### src/rtl/id_ex_stage_if.sv
// ID/EX stage bus: decoded ID fields, forwarding sources and ALU-facing results.
// The slave side is the stage itself; the master side is whatever surrounds it.
interface id_ex_stage_if #(
    parameter int unsigned DW = 32,
    parameter int unsigned AW = 5
);
    logic          stall;
    logic          flush;
    logic [DW-1:0] id_rs_data;
    logic [DW-1:0] id_rt_data;
    logic [DW-1:0] id_imm32;
    logic [4:0]    id_shamt;
    logic [AW-1:0] id_rs_addr;
    logic [AW-1:0] id_rt_addr;
    logic [AW-1:0] id_rd_addr;
    logic [4:0]    id_alu_conf;
    logic          id_sign;
    logic          id_src1_shamt;
    logic          id_src2_imm;
    logic          id_reg_write;
    logic          id_mem_read;
    logic          id_mem_write;
    logic          id_trap_ovf;
    logic          exmem_reg_write;
    logic [AW-1:0] exmem_rd;
    logic [DW-1:0] exmem_result;
    logic          memwb_reg_write;
    logic [AW-1:0] memwb_rd;
    logic [DW-1:0] memwb_result;
    logic          alu_overflow;
    logic [DW-1:0] alu_in1;
    logic [DW-1:0] alu_in2;
    logic [4:0]    alu_conf;
    logic          alu_sign;
    logic [DW-1:0] ex_store_data;
    logic [AW-1:0] ex_rd;
    logic          ex_reg_write;
    logic          ex_mem_read;
    logic          ex_mem_write;
    logic          load_use_stall;

    modport master (
        output stall, flush, id_rs_data, id_rt_data, id_imm32, id_shamt,
               id_rs_addr, id_rt_addr, id_rd_addr, id_alu_conf, id_sign,
               id_src1_shamt, id_src2_imm, id_reg_write, id_mem_read,
               id_mem_write, id_trap_ovf, exmem_reg_write, exmem_rd,
               exmem_result, memwb_reg_write, memwb_rd, memwb_result, alu_overflow,
        input  alu_in1, alu_in2, alu_conf, alu_sign, ex_store_data, ex_rd,
               ex_reg_write, ex_mem_read, ex_mem_write, load_use_stall
    );

    modport slave (
        input  stall, flush, id_rs_data, id_rt_data, id_imm32, id_shamt,
               id_rs_addr, id_rt_addr, id_rd_addr, id_alu_conf, id_sign,
               id_src1_shamt, id_src2_imm, id_reg_write, id_mem_read,
               id_mem_write, id_trap_ovf, exmem_reg_write, exmem_rd,
               exmem_result, memwb_reg_write, memwb_rd, memwb_result, alu_overflow,
        output alu_in1, alu_in2, alu_conf, alu_sign, ex_store_data, ex_rd,
               ex_reg_write, ex_mem_read, ex_mem_write, load_use_stall
    );
endinterface

### src/rtl/id_ex_stage.sv
// ID/EX pipeline register with load-use detection, EX/MEM and MEM/WB forwarding,
// ALU operand selection and overflow-trap write suppression.
module id_ex_stage #(
    parameter int unsigned DW = 32,
    parameter int unsigned AW = 5
) (
    input logic          clk,
    input logic          reset,
    id_ex_stage_if.slave bus
);
    typedef struct packed {
        logic [DW-1:0] rs_data;
        logic [DW-1:0] rt_data;
        logic [DW-1:0] imm32;
        logic [4:0]    shamt;
        logic [AW-1:0] rs_addr;
        logic [AW-1:0] rt_addr;
        logic [AW-1:0] rd_addr;
        logic [4:0]    alu_conf;
        logic          sign;
        logic          src1_shamt;
        logic          src2_imm;
        logic          reg_write;
        logic          mem_read;
        logic          mem_write;
        logic          trap_ovf;
    } ex_fields_t;

    ex_fields_t    ex_q;
    ex_fields_t    id_in;
    logic          hazard;
    logic [DW-1:0] fwd_rs;
    logic [DW-1:0] fwd_rt;

    always_comb begin
        id_in            = '0;
        id_in.rs_data    = bus.id_rs_data;
        id_in.rt_data    = bus.id_rt_data;
        id_in.imm32      = bus.id_imm32;
        id_in.shamt      = bus.id_shamt;
        id_in.rs_addr    = bus.id_rs_addr;
        id_in.rt_addr    = bus.id_rt_addr;
        id_in.rd_addr    = bus.id_rd_addr;
        id_in.alu_conf   = bus.id_alu_conf;
        id_in.sign       = bus.id_sign;
        id_in.src1_shamt = bus.id_src1_shamt;
        id_in.src2_imm   = bus.id_src2_imm;
        id_in.reg_write  = bus.id_reg_write;
        id_in.mem_read   = bus.id_mem_read;
        id_in.mem_write  = bus.id_mem_write;
        id_in.trap_ovf   = bus.id_trap_ovf;
    end

    // A load in EX whose destination feeds the instruction in ID must wait one cycle.
    assign hazard = ex_q.mem_read && (ex_q.rd_addr != '0) &&
                    ((ex_q.rd_addr == bus.id_rs_addr) || (ex_q.rd_addr == bus.id_rt_addr));

    always_ff @(posedge clk) begin
        if (reset) begin
            ex_q <= '0;
        end else if (bus.flush || hazard) begin
            ex_q <= '0;
        end else if (!bus.stall) begin
            ex_q <= id_in;
        end
    end

    // The newer EX/MEM result shadows MEM/WB; register 0 is never forwarded.
    always_comb begin
        fwd_rs = ex_q.rs_data;
        if (bus.exmem_reg_write && (bus.exmem_rd != '0) && (bus.exmem_rd == ex_q.rs_addr)) begin
            fwd_rs = bus.exmem_result;
        end else if (bus.memwb_reg_write && (bus.memwb_rd != '0) &&
                     (bus.memwb_rd == ex_q.rs_addr)) begin
            fwd_rs = bus.memwb_result;
        end
    end

    always_comb begin
        fwd_rt = ex_q.rt_data;
        if (bus.exmem_reg_write && (bus.exmem_rd != '0) && (bus.exmem_rd == ex_q.rt_addr)) begin
            fwd_rt = bus.exmem_result;
        end else if (bus.memwb_reg_write && (bus.memwb_rd != '0) &&
                     (bus.memwb_rd == ex_q.rt_addr)) begin
            fwd_rt = bus.memwb_result;
        end
    end

    assign bus.alu_in1        = ex_q.src1_shamt ? {{(DW - 5){1'b0}}, ex_q.shamt} : fwd_rs;
    assign bus.alu_in2        = ex_q.src2_imm ? ex_q.imm32 : fwd_rt;
    assign bus.alu_conf       = ex_q.alu_conf;
    assign bus.alu_sign       = ex_q.sign;
    assign bus.ex_store_data  = fwd_rt;
    assign bus.ex_rd          = ex_q.rd_addr;
    assign bus.ex_reg_write   = ex_q.reg_write && !(ex_q.trap_ovf && bus.alu_overflow);
    assign bus.ex_mem_read    = ex_q.mem_read;
    assign bus.ex_mem_write   = ex_q.mem_write;
    assign bus.load_use_stall = hazard;
endmodule

### src/flat_wrapper.sv
// flat-port wrapper written by rule: the top's interface ports become plain ports
module id_ex_stage_flat 
#(
    parameter int unsigned DW = 32,
    parameter int unsigned AW = 5
)
  (clk, reset, bus_stall, bus_flush, bus_id_rs_data, bus_id_rt_data, bus_id_imm32, bus_id_shamt, bus_id_rs_addr, bus_id_rt_addr, bus_id_rd_addr, bus_id_alu_conf, bus_id_sign, bus_id_src1_shamt, bus_id_src2_imm, bus_id_reg_write, bus_id_mem_read, bus_id_mem_write, bus_id_trap_ovf, bus_exmem_reg_write, bus_exmem_rd, bus_exmem_result, bus_memwb_reg_write, bus_memwb_rd, bus_memwb_result, bus_alu_overflow, bus_alu_in1, bus_alu_in2, bus_alu_conf, bus_alu_sign, bus_ex_store_data, bus_ex_rd, bus_ex_reg_write, bus_ex_mem_read, bus_ex_mem_write, bus_load_use_stall);
  id_ex_stage_if #(.DW(DW), .AW(AW)) bus_i ();
  input logic clk;
  input logic reset;
  input wire logic [$bits(bus_i.stall)-1:0] bus_stall;
  input wire logic [$bits(bus_i.flush)-1:0] bus_flush;
  input wire logic [$bits(bus_i.id_rs_data)-1:0] bus_id_rs_data;
  input wire logic [$bits(bus_i.id_rt_data)-1:0] bus_id_rt_data;
  input wire logic [$bits(bus_i.id_imm32)-1:0] bus_id_imm32;
  input wire logic [$bits(bus_i.id_shamt)-1:0] bus_id_shamt;
  input wire logic [$bits(bus_i.id_rs_addr)-1:0] bus_id_rs_addr;
  input wire logic [$bits(bus_i.id_rt_addr)-1:0] bus_id_rt_addr;
  input wire logic [$bits(bus_i.id_rd_addr)-1:0] bus_id_rd_addr;
  input wire logic [$bits(bus_i.id_alu_conf)-1:0] bus_id_alu_conf;
  input wire logic [$bits(bus_i.id_sign)-1:0] bus_id_sign;
  input wire logic [$bits(bus_i.id_src1_shamt)-1:0] bus_id_src1_shamt;
  input wire logic [$bits(bus_i.id_src2_imm)-1:0] bus_id_src2_imm;
  input wire logic [$bits(bus_i.id_reg_write)-1:0] bus_id_reg_write;
  input wire logic [$bits(bus_i.id_mem_read)-1:0] bus_id_mem_read;
  input wire logic [$bits(bus_i.id_mem_write)-1:0] bus_id_mem_write;
  input wire logic [$bits(bus_i.id_trap_ovf)-1:0] bus_id_trap_ovf;
  input wire logic [$bits(bus_i.exmem_reg_write)-1:0] bus_exmem_reg_write;
  input wire logic [$bits(bus_i.exmem_rd)-1:0] bus_exmem_rd;
  input wire logic [$bits(bus_i.exmem_result)-1:0] bus_exmem_result;
  input wire logic [$bits(bus_i.memwb_reg_write)-1:0] bus_memwb_reg_write;
  input wire logic [$bits(bus_i.memwb_rd)-1:0] bus_memwb_rd;
  input wire logic [$bits(bus_i.memwb_result)-1:0] bus_memwb_result;
  input wire logic [$bits(bus_i.alu_overflow)-1:0] bus_alu_overflow;
  output wire logic [$bits(bus_i.alu_in1)-1:0] bus_alu_in1;
  output wire logic [$bits(bus_i.alu_in2)-1:0] bus_alu_in2;
  output wire logic [$bits(bus_i.alu_conf)-1:0] bus_alu_conf;
  output wire logic [$bits(bus_i.alu_sign)-1:0] bus_alu_sign;
  output wire logic [$bits(bus_i.ex_store_data)-1:0] bus_ex_store_data;
  output wire logic [$bits(bus_i.ex_rd)-1:0] bus_ex_rd;
  output wire logic [$bits(bus_i.ex_reg_write)-1:0] bus_ex_reg_write;
  output wire logic [$bits(bus_i.ex_mem_read)-1:0] bus_ex_mem_read;
  output wire logic [$bits(bus_i.ex_mem_write)-1:0] bus_ex_mem_write;
  output wire logic [$bits(bus_i.load_use_stall)-1:0] bus_load_use_stall;
  assign bus_i.stall = bus_stall;
  assign bus_i.flush = bus_flush;
  assign bus_i.id_rs_data = bus_id_rs_data;
  assign bus_i.id_rt_data = bus_id_rt_data;
  assign bus_i.id_imm32 = bus_id_imm32;
  assign bus_i.id_shamt = bus_id_shamt;
  assign bus_i.id_rs_addr = bus_id_rs_addr;
  assign bus_i.id_rt_addr = bus_id_rt_addr;
  assign bus_i.id_rd_addr = bus_id_rd_addr;
  assign bus_i.id_alu_conf = bus_id_alu_conf;
  assign bus_i.id_sign = bus_id_sign;
  assign bus_i.id_src1_shamt = bus_id_src1_shamt;
  assign bus_i.id_src2_imm = bus_id_src2_imm;
  assign bus_i.id_reg_write = bus_id_reg_write;
  assign bus_i.id_mem_read = bus_id_mem_read;
  assign bus_i.id_mem_write = bus_id_mem_write;
  assign bus_i.id_trap_ovf = bus_id_trap_ovf;
  assign bus_i.exmem_reg_write = bus_exmem_reg_write;
  assign bus_i.exmem_rd = bus_exmem_rd;
  assign bus_i.exmem_result = bus_exmem_result;
  assign bus_i.memwb_reg_write = bus_memwb_reg_write;
  assign bus_i.memwb_rd = bus_memwb_rd;
  assign bus_i.memwb_result = bus_memwb_result;
  assign bus_i.alu_overflow = bus_alu_overflow;
  assign bus_alu_in1 = bus_i.alu_in1;
  assign bus_alu_in2 = bus_i.alu_in2;
  assign bus_alu_conf = bus_i.alu_conf;
  assign bus_alu_sign = bus_i.alu_sign;
  assign bus_ex_store_data = bus_i.ex_store_data;
  assign bus_ex_rd = bus_i.ex_rd;
  assign bus_ex_reg_write = bus_i.ex_reg_write;
  assign bus_ex_mem_read = bus_i.ex_mem_read;
  assign bus_ex_mem_write = bus_i.ex_mem_write;
  assign bus_load_use_stall = bus_i.load_use_stall;
  id_ex_stage #(.DW(DW), .AW(AW)) u_core (.clk(clk), .reset(reset), .bus(bus_i));
endmodule
### config.mk
export PLATFORM = sky130hd
export DESIGN_NAME = id_ex_stage_flat
export DESIGN_NICKNAME = d
export VERILOG_FILES = /design/src/rtl/id_ex_stage_if.sv /design/src/rtl/id_ex_stage.sv /design/src/flat_wrapper.sv
export SDC_FILE = /design/constraint.sdc
export NUM_CORES = 1
export LEC_CHECK = 0
export ABC_AREA = 1
export BUFFER_PORTS_ARGS = -buffer_cell sky130_fd_sc_hd__clkbuf_2
export CORE_MARGIN = 2
export CORE_UTILIZATION = 35
export CTS_CLUSTER_DIAMETER = 50
export DETAILED_ROUTE_END_ITERATION = 16
export SLEW_MARGIN = 20
export SYNTH_ARGS = -nofsm -noshare
export SYNTH_HDL_FRONTEND = slang
export SYNTH_SLANG_ARGS = --single-unit
### constraint.sdc
create_clock -name clk -period 3.36 [get_ports clk]
set_clock_uncertainty 0.2 [all_clocks]
set_input_delay 1.008 -clock clk [delete_from_list [all_inputs] [get_ports clk]]
set_output_delay 1.008 -clock clk [all_outputs]
set_load 0.01 [all_outputs]
; ---- After elaboration in Yosys (flattened, before gate mapping)
; Cells that the tools add are included.
[classes]
eq_ne = 6
mux = 6
reduce_logical = 17
[op_table]
columns = op, count
row1 = 2-to-1 mux 32 bit, 6
row2 = == test 5 bit, 6
row3 = nonzero test 5 bit, 3
row4 = logical AND 1 bit, 10
row5 = logical OR 1 bit, 2
row6 = OR reduction 2 bit, 1
row7 = zero test 1 bit, 1
[word_totals]
ff_bits = 128
input_bits = 209
out_inout_bits = 111
word_cells = 44

; ---- Depth between registers and ports, before layout
[logic_depth]
word_depth = 6
depth_mapped = 11
mapped_depth_nobuf = 10

; ---- Least setup slack after synthesis
; OpenSTA, ideal clock, no wires.
[synth_timing]
path_kind = input to output
from = in bus_exmem_rd[3]
to = out bus_ex_store_data[10]
arrival_time_ns = 1.962
t_required_ns = 2.152
path_slack_ns = 0.190
stages = 7
n_path_buf = 1
cell_sequence = nor2_1 nand2_1 o21ai_4 nand3b_4 buf_12 nand3_2 and2_1
[synth_between]
elab_chain_len = 4
elab_cells_between_ends = 5
cone_classes = 1 x eq/ne / 1 x mux / 3 x reduce/logical
[synth_lines]
columns = element, line_no
row1 = start: declaration, flat_wrapper.sv:29  ; input wire logic [$bits(bus_i.exmem_rd)-1:0] bus_exmem_rd;
row2 = nonzero test 5 bit, id_ex_stage.sv:81  ; if (bus.exmem_reg_write && (bus.exmem_rd != '0) && (bus.exmem_rd == ex_q.rt_addr)) begin
row3 = logical AND 1 bit, id_ex_stage.sv:81
row4 = logical AND 1 bit *, id_ex_stage.sv:81
row5 = 2-to-1 mux 32 bit *, id_ex_stage.sv:81
row6 = end: declaration, flat_wrapper.sv:39  ; output wire logic [$bits(bus_i.ex_store_data)-1:0] bus_ex_store_data;
; Mark *: on every way between the ends. The rest lies on a longest branch, timed or not.

; ---- Final worst setup path
[layout_timing]
from = in bus_memwb_rd[1]
to = out bus_alu_in1[25]
[layout_between]
elab_chain_len = 6
elab_cells_between_ends = 7
cone_classes = 1 x eq/ne / 3 x mux / 3 x reduce/logical
[layout_lines]
columns = element, line_no
row1 = start: declaration, flat_wrapper.sv:32  ; input wire logic [$bits(bus_i.memwb_rd)-1:0] bus_memwb_rd;
row2 = nonzero test 5 bit, id_ex_stage.sv:73  ; end else if (bus.memwb_reg_write && (bus.memwb_rd != '0) &&
row3 = logical AND 1 bit, id_ex_stage.sv:73
row4 = logical AND 1 bit *, id_ex_stage.sv:73
row5 = 2-to-1 mux 32 bit *, id_ex_stage.sv:73
row6 = 2-to-1 mux 32 bit *, id_ex_stage.sv:71  ; if (bus.exmem_reg_write && (bus.exmem_rd != '0) && (bus.exmem_rd == ex_q.rs_addr)) begin
row7 = 2-to-1 mux 32 bit *, id_ex_stage.sv:89  ; assign bus.alu_in1 = ex_q.src1_shamt ? {{(DW - 5){1'b0}}, ex_q.shamt} : fwd_rs;
row8 = end: declaration, flat_wrapper.sv:35  ; output wire logic [$bits(bus_i.alu_in1)-1:0] bus_alu_in1;
; Marked as above.

==> results.txt <==
----------------------------------------------------
[Placement]
  Post-placement cell area ... 9710 um^2
  PortBufs ... 319
  Placer's final routability congestion estimate ... 0.911
  Half-perimeter wire length of the detailed placement result ... 22600 um

[CTS]
  Number of clock buffers inserted by TritonCTS ... 17
  Clock-pin transition on the worst setup and hold timing paths ... 0.06 ns
  CTS tree ... yes
  Buffer depth of the longest clock path ... 2
  H-tree levels ... 4
  Clock latency on the worst-skew pair ... 0.42 ns
  TritonCTS Sinks ... 128
  CTS Root Buffer Type ... sky130_fd_sc_hd__clkbuf_16

[Pwr]
  Lkg Pwr ... 6.61 nW
  Maximum vdd drop ... 0.000311 V
  P_int ... 3.39 mW
  Share of power burned in registers ... 0.343
  Pwr dens ... 363 nW/um^2
  Switch share ... 0.281
  Comb power frac ... 0.215
  Final total power ... 4.71 mW
  Clock Power Share ... 0.443
  Switching power ... 1.33 mW

[Routing]
  Length of routed met3 wiring ... 2330 um
  Average vias per placed instance ... 5.17
  Amount of wire on met2 after detailed routing ... 16100 um
  Total length of routed wires ... 33500 um
  Final antenna-violating net count ... 0
  Drt drc ... 0
  Detailed Route Iter0 Violations ... 663
  Average routed wire per standard cell ... 20.1 um
  Uppermost metal layer occupied by signal nets ... met5
  Vias ... 8637
  Number of optimization iterations in the first detailed-route pass ... 5
  Post-Route M1 WL ... 14100 um

[Setup path]
  Maximum fanout count along the critical path ... 11
  WP data arrival ... 2.42 ns
  Data required, critical path ... 2.15 ns
  Critical path endpoint category ... output pin
  Setup crit start kind ... primary input
  Depth of the worst register-to-register path ... 8
  Worst Path Class, Setup ... primary input to output pin

[Outcome]
  Status ... complete, but fails checks
  Violated checks ... setup timing

[Timing]
  Max-slew headroom ... 0.510
  Setup repair after global routing missed its margin ... true
  Fin Setup TNS ... -20.16 ns
  Final hold violations ... 0
  Post-route setup slack ... -0.271 ns
  Number of failing setup endpoints in the final timing report ... 96
  Highest clock rate ... 0.275 GHz
  Final slew viol count ... 0
  Worst hold slack across all endpoints ... 0.310 ns
  Final Cycle Share ... 1.08
  Measured slew at the worst slew-check pin ... 0.735 ns
  Final min period ... 3.63 ns

[Floorplanning]
  Overall die area ... 23500 um^2
  Overall die width ... 153 um
  Initial core utilization ... 0.357
  Placeable core region ... 21900 um^2
  Total I/O pin count ... 320
  Count of standard-cell rows ... 54
  Die height ... 153 um

[Global route]
  Maximum number of pins on one net before global-route repair ... 37
  Overall routing resource usage ... 0.256
  Antenna violations before repair ... 3
  Vias in the first global route ... 8295
  Final global-route overflow total ... 0
  First-pass GRT wire length ... 47200 um

[Final layout]
  Nets ... 1583
  FF/Latch Area ... 2560 um^2
  Area occupied by multi-input gates ... 5940 um^2
  Non-Filler Cell Area, Final ... 13000 um^2
  Final core area utilization ... 0.593
  Syn-to-layout area delta ... 66.1%
  Share of post-route cells with drive strength above 1 ... 0.510
  Filler cells ... 1944

[Logic synthesis]
  Synthesized area ... 7810 um^2
  Sequential share of the synthesized area ... 0.328
  Synthesis warning total ... 0
  Number of distinct library cell variants in the gate-level netlist after synthesis ... 26
  Yosys reg bits ... 128
  Avg Synthesized Cell Area ... 7.43 um^2
  Syn_nets ... 1260
  Count of mapped cells out of synthesis ... 1051

[Run]
  Total of max-cap violations ... 0

[Min path]
  Min-delay worst type ... flip-flop to flip-flop
  Cells on Worst Hold Path ... 2

----------------------------------------------------
-- worst paths after layout --
check / startpoint / slack (ns) / endpoint
worst min-delay path: u_core.ex_q[0] / 0.31 / u_core.ex_q[0]
worst min register to register: u_core.ex_q[0] / 0.31 / u_core.ex_q[0]
worst max register to register: u_core.bus.ex_rd[1] / 1.30 / u_core.ex_q[72]
worst max-delay path: bus_memwb_rd[1] / -0.27 / bus_alu_in1[25]
-- routing by layer --
metal  vias to the layer above  track usage
li1                       4081            -
met1                      4090        0.324
met2                       382        0.436
met3                        82       0.0576
met4                         2       0.0769
met5                         -            0
-- synth_stat cells --
cell / n / area (um^2)
sky130_fd_sc_hd__buf_4: 11 / 82.6
sky130_fd_sc_hd__nand3b_4: 1 / 20.0
sky130_fd_sc_hd__nand2_1: 161 / 604
sky130_fd_sc_hd__nor3_4: 1 / 16.3
sky130_fd_sc_hd__inv_1: 74 / 278
sky130_fd_sc_hd__nor2_2: 4 / 25.0
sky130_fd_sc_hd__dfxtp_1: 128 / 2560
sky130_fd_sc_hd__xor2_1: 15 / 131
sky130_fd_sc_hd__buf_8: 1 / 15.0
sky130_fd_sc_hd__nor2_1: 140 / 526
sky130_fd_sc_hd__nand2_2: 4 / 25.0
sky130_fd_sc_hd__xnor2_1: 11 / 96.3
sky130_fd_sc_hd__a21boi_0: 1 / 7.51
sky130_fd_sc_hd__nor3_1: 2 / 10.0
sky130_fd_sc_hd__buf_12: 2 / 40.0
sky130_fd_sc_hd__o21ai_4: 1 / 16.3
sky130_fd_sc_hd__nor2_4: 4 / 45.0
sky130_fd_sc_hd__nand3_2: 21 / 210
sky130_fd_sc_hd__and2_1: 32 / 200
sky130_fd_sc_hd__buf_6: 16 / 180
sky130_fd_sc_hd__nand3_1: 237 / 1190
sky130_fd_sc_hd__buf_2: 40 / 200
sky130_fd_sc_hd__a21oi_1: 3 / 15.0
sky130_fd_sc_hd__mux2i_1: 126 / 1260
sky130_fd_sc_hd__buf_1: 6 / 22.5
sky130_fd_sc_hd__clkbuf_1: 9 / 33.8
-- kinds of logic after synthesis --
logic type,after synthesis,share of synthesized area
AOI/OAI and AO/OA,5,0.00497
xor gates and xnor gates,26,0.0292
buffers and inverters,159,0.109
DFF,128,0.328
muxes,126,0.161
and+or+nand+nor,607,0.367
-- cell type report --
| type | count | area share |
|---|---|---|
| well taps | 280 | 0.0270 |
| repair buffers | 389 | 0.245 |
| multi-input cells | 764 | 0.458 |
| flip-flops and latches | 128 | 0.198 |
| diodes | 2 | 0.000386 |
| inverters | 74 | 0.0220 |
| clock buffers | 18 | 0.0331 |
| clock inverters | 14 | 0.0177 |
-- power by group through the flow --
stage	clock (mW)	combinational, mW	sequential, mW
after floorplan	0	0.426	1.62
after global placement	0	0.748	1.63
after detailed placement	0	0.751	1.64
after CTS	2.12	0.826	1.60
after global routing	2.18	1.08	1.62
final	2.09	1.01	1.61
-- through the flow --
stage | worst slack [ns] | std cells
floorplan | 0.190 | 1051
global placement | -0.287 | 1606
detailed placement | -0.286 | 1606
CTS | -0.229 | 1652
global route | -0.327 | 1668
finish | -0.271 | 1669
-- registers in the layout (all words and copies together), names as in the netlist --
name and cells:
u_core.bus.ex_rd 5, u_core.ex_q 115, u_core.bus.ex_mem_write 1, u_core.bus.ex_mem_read 1
u_core.bus.alu_sign 1, u_core.bus.alu_conf 5
-- what timing repair did --
item                                    4_1_cts  5_1_grt
gates cloned                                  8        9
gates resized for setup                     126      416
endpoints found under the hold margin         0        0
hold buffers                                  0        0
endpoints found under the setup margin       96       96
pin swaps                                    19       41
buffers inserted                              6        7
-- worst max-delay path, stage by stage --
cell and delay [ns]:
sky130_fd_sc_hd__clkbuf_16 0.14, sky130_fd_sc_hd__xnor2_4 0.13, sky130_fd_sc_hd__nand3_2 0.12, sky130_fd_sc_hd__nor2_4 0.15, sky130_fd_sc_hd__buf_12 0.15, sky130_fd_sc_hd__nand2_8 0.09, sky130_fd_sc_hd__buf_8 0.16, sky130_fd_sc_hd__nand2_1 0.06
sky130_fd_sc_hd__nand3_1 0.11, sky130_fd_sc_hd__nand3_1 0.10, sky130_fd_sc_hd__inv_1 0.06, sky130_fd_sc_hd__clkbuf_2 0.12
-- cells in the final DEF, fill, tap and decap left out, types with 13 or more instances in the layout --
master / Yosys / layout
sky130_fd_sc_hd__clkbuf_2: 0 / 232
sky130_fd_sc_hd__nor2_1: 140 / 136
sky130_fd_sc_hd__dfxtp_1: 128 / 128
sky130_fd_sc_hd__mux2i_1: 126 / 126
sky130_fd_sc_hd__nand3_1: 237 / 118
sky130_fd_sc_hd__nand3_2: 21 / 106
sky130_fd_sc_hd__nand2_1: 161 / 88
sky130_fd_sc_hd__buf_6: 16 / 67
sky130_fd_sc_hd__inv_1: 74 / 64
sky130_fd_sc_hd__nand2_4: 0 / 41
sky130_fd_sc_hd__nand2_2: 4 / 34
sky130_fd_sc_hd__nand3_4: 0 / 34
sky130_fd_sc_hd__and2_4: 0 / 32
sky130_fd_sc_hd__buf_12: 2 / 27
sky130_fd_sc_hd__clkbuf_16: 0 / 26
sky130_fd_sc_hd__buf_2: 40 / 26
sky130_fd_sc_hd__buf_4: 11 / 13
Note: power is estimated with default switching activity, not from simulation.
